### src/rtl/run_stop_ctrl_if.sv
// -----------------------------------------------------------------------------
// run_stop_ctrl_if
//   Groups the pushbutton inputs and the control outputs of run_stop_ctrl.
//   Clock and reset stay plain ports on the module that uses this bundle.
//
//   Signals
//     btn_run   raw async pushbutton, active-high (toggles run/halt)
//     btn_step  raw async pushbutton, active-high (single step while halted)
//     stop      1 = downstream counter holds, 0 = counter advances
//     running   1 while the controller is in RUN
//     mode      controller state: 0 HALT, 1 RUN, 2 STEP
//
//   Modports
//     master  drives the buttons and observes the outputs (board / bench side)
//     slave   the controller itself
// -----------------------------------------------------------------------------
interface run_stop_ctrl_if;
  logic       btn_run;
  logic       btn_step;
  logic       stop;
  logic       running;
  logic [1:0] mode;

  modport master (
    output btn_run,
    output btn_step,
    input  stop,
    input  running,
    input  mode
  );

  modport slave (
    input  btn_run,
    input  btn_step,
    output stop,
    output running,
    output mode
  );
endinterface

### src/rtl/run_stop_ctrl.sv
// -----------------------------------------------------------------------------
// run_stop_ctrl
//   Upstream control stage for the 8-state counter/decoder. Two raw
//   pushbuttons are each synchronised (two flops) and debounced, and their
//   debounced rising edges drive a HALT/RUN/STEP state machine whose state
//   produces the counter's stop input.
//
//   Parameters
//     DEBOUNCE_CYCLES  consecutive differing cycles needed to accept a new
//                      button level (>= 2)
//     CNT_W            debounce counter width, 2**CNT_W-1 >= DEBOUNCE_CYCLES
//
//   Ports
//     clock    single clock, rising edge
//     reset_n  asynchronous active-low reset
//     bus      run_stop_ctrl_if.slave: btn_run, btn_step in; stop, running,
//              mode out
//
//   With the default DEBOUNCE_CYCLES=16 and a button first sampled high on
//   edge 1, the debounced level rises on edge 18 and stop changes on edge 19.
// -----------------------------------------------------------------------------
module run_stop_ctrl #(
  parameter int DEBOUNCE_CYCLES = 16,
  parameter int CNT_W           = 5
) (
  input  logic           clock,
  input  logic           reset_n,
  run_stop_ctrl_if.slave bus
);

  localparam logic [CNT_W-1:0] CNT_LAST = CNT_W'(DEBOUNCE_CYCLES - 1);
  localparam logic [CNT_W-1:0] CNT_ONE  = CNT_W'(1);

  // Index 0 = run button, index 1 = step button.
  logic [1:0] btn_raw;
  logic [1:0] press;

  assign btn_raw = {bus.btn_step, bus.btn_run};

  // ---------------------------------------------------------------------------
  // Per-button synchroniser, debouncer and press detector
  // ---------------------------------------------------------------------------
  generate
    for (genvar gi = 0; gi < 2; gi++) begin : g_btn
      logic             s1_reg;
      logic             s2_reg;
      logic             stable_reg;
      logic             stable_q_reg;
      logic [CNT_W-1:0] cnt_reg;

      always_ff @(posedge clock or negedge reset_n) begin
        if (!reset_n) begin
          s1_reg       <= 1'b0;
          s2_reg       <= 1'b0;
          stable_reg   <= 1'b0;
          stable_q_reg <= 1'b0;
          cnt_reg      <= '0;
        end else begin
          s1_reg       <= btn_raw[gi];
          s2_reg       <= s1_reg;
          stable_q_reg <= stable_reg;
          // The counter runs only while the synchronised level disagrees
          // with the accepted level; any agreement restarts the run, so a
          // glitch shorter than DEBOUNCE_CYCLES leaves no trace.
          if (s2_reg != stable_reg) begin
            if (cnt_reg == CNT_LAST) begin
              stable_reg <= s2_reg;
              cnt_reg    <= '0;
            end else begin
              cnt_reg <= cnt_reg + CNT_ONE;
            end
          end else begin
            cnt_reg <= '0;
          end
        end
      end

      // One-cycle pulse on the debounced rising edge only.
      assign press[gi] = stable_reg & ~stable_q_reg;
    end
  endgenerate

  logic run_press;
  logic step_press;

  assign run_press  = press[0];
  assign step_press = press[1];

  // ---------------------------------------------------------------------------
  // HALT / RUN / STEP state machine
  // ---------------------------------------------------------------------------
  typedef enum logic [1:0] {
    ST_HALT = 2'd0,
    ST_RUN  = 2'd1,
    ST_STEP = 2'd2,
    ST_BAD  = 2'd3
  } state_t;

  state_t     state_reg;
  state_t     state_next;
  logic       stop_reg;
  logic       running_reg;
  logic [1:0] mode_reg;

  always_comb begin
    state_next = ST_HALT;
    case (state_reg)
      ST_HALT: begin
        // Run has priority when both buttons register on the same cycle.
        if (run_press)       state_next = ST_RUN;
        else if (step_press) state_next = ST_STEP;
        else                 state_next = ST_HALT;
      end
      ST_RUN: begin
        state_next = run_press ? ST_HALT : ST_RUN;
      end
      ST_STEP: begin
        // STEP always leaves after one cycle, giving exactly one advance.
        state_next = run_press ? ST_RUN : ST_HALT;
      end
      ST_BAD: begin
        state_next = ST_HALT;
      end
      default: begin
        state_next = ST_HALT;
      end
    endcase
  end

  // Outputs are registered from the next state so they move on the same edge
  // as the state register and never glitch. state_next is never ST_BAD, so
  // an upset state still presents HALT outputs.
  always_ff @(posedge clock or negedge reset_n) begin
    if (!reset_n) begin
      state_reg   <= ST_HALT;
      stop_reg    <= 1'b1;
      running_reg <= 1'b0;
      mode_reg    <= 2'd0;
    end else begin
      state_reg   <= state_next;
      stop_reg    <= (state_next != ST_RUN) && (state_next != ST_STEP);
      running_reg <= (state_next == ST_RUN);
      mode_reg    <= (state_next == ST_BAD) ? 2'd0 : state_next;
    end
  end

  assign bus.stop    = stop_reg;
  assign bus.running = running_reg;
  assign bus.mode    = mode_reg;

endmodule

### src/flat_wrapper.sv
// flat-port wrapper written by rule: the top's interface ports become plain ports
module run_stop_ctrl_flat 
#(
  parameter int DEBOUNCE_CYCLES = 16,
  parameter int CNT_W           = 5
)
  (clock, reset_n, bus_btn_run, bus_btn_step, bus_stop, bus_running, bus_mode);
  run_stop_ctrl_if bus_i ();
  input  logic clock;
  input  logic reset_n;
  input wire logic [$bits(bus_i.btn_run)-1:0] bus_btn_run;
  input wire logic [$bits(bus_i.btn_step)-1:0] bus_btn_step;
  output wire logic [$bits(bus_i.stop)-1:0] bus_stop;
  output wire logic [$bits(bus_i.running)-1:0] bus_running;
  output wire logic [$bits(bus_i.mode)-1:0] bus_mode;
  assign bus_i.btn_run = bus_btn_run;
  assign bus_i.btn_step = bus_btn_step;
  assign bus_stop = bus_i.stop;
  assign bus_running = bus_i.running;
  assign bus_mode = bus_i.mode;
  run_stop_ctrl #(.DEBOUNCE_CYCLES(DEBOUNCE_CYCLES), .CNT_W(CNT_W)) u_core (.clock(clock), .reset_n(reset_n), .bus(bus_i));
endmodule
### config.mk
export PLATFORM = sky130hd
export DESIGN_NAME = run_stop_ctrl_flat
export DESIGN_NICKNAME = d
export VERILOG_FILES = /design/src/rtl/run_stop_ctrl_if.sv /design/src/rtl/run_stop_ctrl.sv /design/src/flat_wrapper.sv
export SDC_FILE = /design/constraint.sdc
export NUM_CORES = 1
export LEC_CHECK = 0
export BUFFER_PORTS_ARGS = -buffer_cell sky130_fd_sc_hd__buf_2
export CAP_MARGIN = 40
export CORE_MARGIN = 5
export CORE_UTILIZATION = 51
export DETAILED_ROUTE_END_ITERATION = 10
export PLACE_DENSITY = 0.77
export SYNTH_ARGS = -nofsm -noshare
export SYNTH_HDL_FRONTEND = slang
export SYNTH_SLANG_ARGS = --single-unit
### constraint.sdc
create_clock -name clock -period 3.1 [get_ports clock]
set_input_delay 0.62 -clock clock [delete_from_list [all_inputs] [get_ports clock]]
set_output_delay 0.62 -clock clock [all_outputs]
set_load 0.1 [all_outputs]
==> impl_metrics.csv <==
group,metric,value,unit
timing,finClkSkew,0.001940,ns
cts,cts-buffers-inserted,3,
cts,clk_pin_slew,0.11,ns
synthesis,synth_area_per_cell,13.68,um^2
run,maxCapViolations,0,
power,combPwrFrac,6.0,%
cts,cts_root_buf,"clkbuf_4",
cts,cts_tree,"built",
critical_path,critPathRequiredTime,2.48,ns
placed_design,portBuffers,7,
critical_path,critPathSlowestCell,"dfstp_2",
critical_path,r2r-start,"u_core.g_btn[0].cnt_reg[0]$_DFF_PN0_",
critical_path,crit_family,"flip-flops",
floorplan,ios,8,
cts,clock_path_buffers,2,
timing,min_period,1.850,ns
cts,cts_max_level,1,
layout,fin_nets,77,
hold_path,hp-class,"input pin to async pin",
power,p_seq_share,62.8,%
cts,insertion_delay,0.29,ns
timing,fin_setup_tns,0,ns
floorplan,core-area,0.001506,mm^2
global_routing,grt_pass1_wl,1869,um
critical_path,slowest_delay,0.53,ns
floorplan,row_count,14,
critical_path,cp_cell_sequence,"buf_2",
drt,via_per_inst,5.000,
drt,wl_per_cell,11.39,um
critical_path,crit_path_max_fanout,1,
synthesis,syn_inst,59,
timing,slew_viol_final,0,
synthesis,ys_seq_area_share,68.37,%
drt,final_antenna_net_count,0,
power,p_int,0.0003774,W
critical_path,endpoint_kind,"output port",
synthesis,yosys-top-cells-area,"dfrtp_1 (65%), xor2_1 (6.5%), ha_1 (4.7%)",
cts,hold_buffers,0,
global_routing,grt_pass1_vias,448,
floorplan,chipHeight,49.78,um
critical_path,cp-start-kind,"flip-flop",
synthesis,ys_ff_latch,22,
cts,clock-sinks,22,
timing,slew_headroom,67.92,%
floorplan,dieArea,0.002478,mm^2
global_routing,overflow,0,
cts,post_cts_buffers,0,
power,power-per-cell-area,540.9,mW/mm^2
synthesis,yosysTopAreaCellShare,65.12,%
power,p_leak,0.4869,nW
layout,antenna_cells,0,
drt,first_iter_violations,4,
timing,max_clock_freq,540.4,MHz
critical_path,ff2ff_path_depth,4,
drt,via_count,425,
timing,finalHoldViolCount,0,
placed_design,gp_congestion,0.6338,
layout,largest_reg_flops,10,
critical_path,rr_endpoint,"u_core.g_btn[0].stable_reg$_DFFE_PN0P_",
floorplan,fp.dieW,49.78,um
global_routing,grt.total_usage,9.994,%
timing,rsz0062_at_grt,"false",
run_status,status,"complete, no violations",
layout,fill_cells,125,
drt,drc,0,
synthesis,ys_types,17,
power,peakVddDrop,0.3655,mV
layout,area_delta_synth_final,10.39,%
placed_design,dp.final_hpwl,706.9,um
synthesis,synth_area,807.0,um^2
synthesis,synth.largest_area_cell,"dfrtp_1",
critical_path,critical_path_arrival,1.23,ns
critical_path,path_buf_inv,1,
layout,mostFrequentLayoutCells,"dfrtp_1 (21), nor2_1 (7), buf_2 (7), xor2_1 (6), nand3_1 (4)",
floorplan,initial_core_util,53.57,%
synthesis,yosysWarnings,0,
layout,layoutNonFillerInstCount,85,
power,p_clk_share,31.1,%
drt,first_pass_iters,2,
layout,drive_gt1_share,20.29,%
drt,wl,968,um
synthesis,synth_nets,66,
power,p_sw_share,21.67,%
critical_path,cp_num_cells,1,
timing,min_period_over_period,59.69,%
timing,worst_slew_pin_slew,0.4846,ns
global_routing,antenna_found_initial,0,
timing,setup_viol,0,
global_routing,grt_max_degree,23,
layout,layout_commonest_cell,"dfrtp_1",
power,switching_power,0.0001044,W
cts,cts_resized,0,
critical_path,crit_type,"flip-flop to output port",
placed_design,dp_cells,81,
critical_path,regToRegSetupSlack,1.83,ns
[stage by stage]
step / hold WS [ns] / cell area, um^2 / power (W) / utilization [%] / setup WS (ns)
4_1_cts: 0.2716 / 890.9 / 0.0004885 / 59.14 / 1.235
3_3_place_gp: 0.3320 / 854.6 / 0.0003367 / 56.73 / 1.579
2_1_floorplan: 0.3244 / 807.0 / 0.0003270 / - / 1.107
6_report: 0.2611 / 890.9 / 0.0004818 / 59.14 / 1.250
5_1_grt: 0.2823 / 890.9 / 0.0005074 / 59.14 / 1.207
3_5_place_dp: 0.3381 / 854.6 / 0.0003384 / 56.73 / 1.579
[how the worst max path moves through the flow]
stage                                      start     endpoint  slack [ns]
finish                 u_core.bus.stop$_DFF_PN1_     bus_stop        1.25
global route           u_core.bus.stop$_DFF_PN1_     bus_stop        1.21
CTS                    u_core.bus.stop$_DFF_PN1_     bus_stop        1.24
detailed placement     u_core.bus.stop$_DFF_PN1_     bus_stop        1.58
global placement       u_core.bus.stop$_DFF_PN1_     bus_stop        1.58
floorplan           u_core.bus.running$_DFF_PN0_  bus_mode[0]        1.11
[Yosys cell counts]
cell type / instances
xor2_1: 6
nor2_1: 7
nand2b_1: 2
nand3_1: 4
and2_1: 3
buf_4: 1
mux2_1: 2
dfrtp_1: 21
ha_1: 3
mux2_4: 1
inv_1: 1
o21ai_1: 2
nor3_1: 1
inv_2: 1
dfstp_2: 1
and3_1: 2
nand3b_1: 1
[power groups by stage]
stage	logic [W]	clock network [W]	registers, W
2_1_floorplan	0.0000146	0	0.000312
3_3_place_gp	0.0000288	0	0.000308
3_5_place_dp	0.0000298	0	0.000309
4_1_cts	0.0000299	0.000156	0.000303
5_1_grt	0.0000334	0.000170	0.000304
6_report	0.0000291	0.000150	0.000303
[layer usage]
| metal | wire length, um | share of wire (%) | GRT usage (%) |
|---|---|---|---|
| met5 | 0 | 0 | 0 |
| met1 | 488 | 50 | 12.85 |
| met3 | 69 | 7.1 | 4.217 |
| met4 | 8 | 0.83 | 5.240 |
| met2 | 401 | 41 | 14.19 |
[cell families (layout without fill, tap and decap cells)]
kind of cell             Yosys count  after routing  share of synthesized area (%)
AO/OA/AOI/OAI                      2              2                          1.240
XOR/XNOR                           6              6                          6.512
multiplexers                       3              3                          4.650
buffers and inverters              3             13                          1.860
AND/OR/NAND/NOR                   20             20                          12.71
adder cells (fa/ha/maj)            3              3                          4.652
flip-flops                        22             22                          68.37
[layout make-up]
type / instances / area (um^2) / share of cell area [%]
clock buffers: 4 / 36.28 / 4.073
repair buffers: 7 / 35.03 / 3.933
flip-flops and latches: 22 / 551.8 / 61.94
multi-input cells: 34 / 240.2 / 26.97
inverters: 2 / 7.507 / 0.8427
well taps: 16 / 20.02 / 2.247
Power figures use the tool's default switching activity.
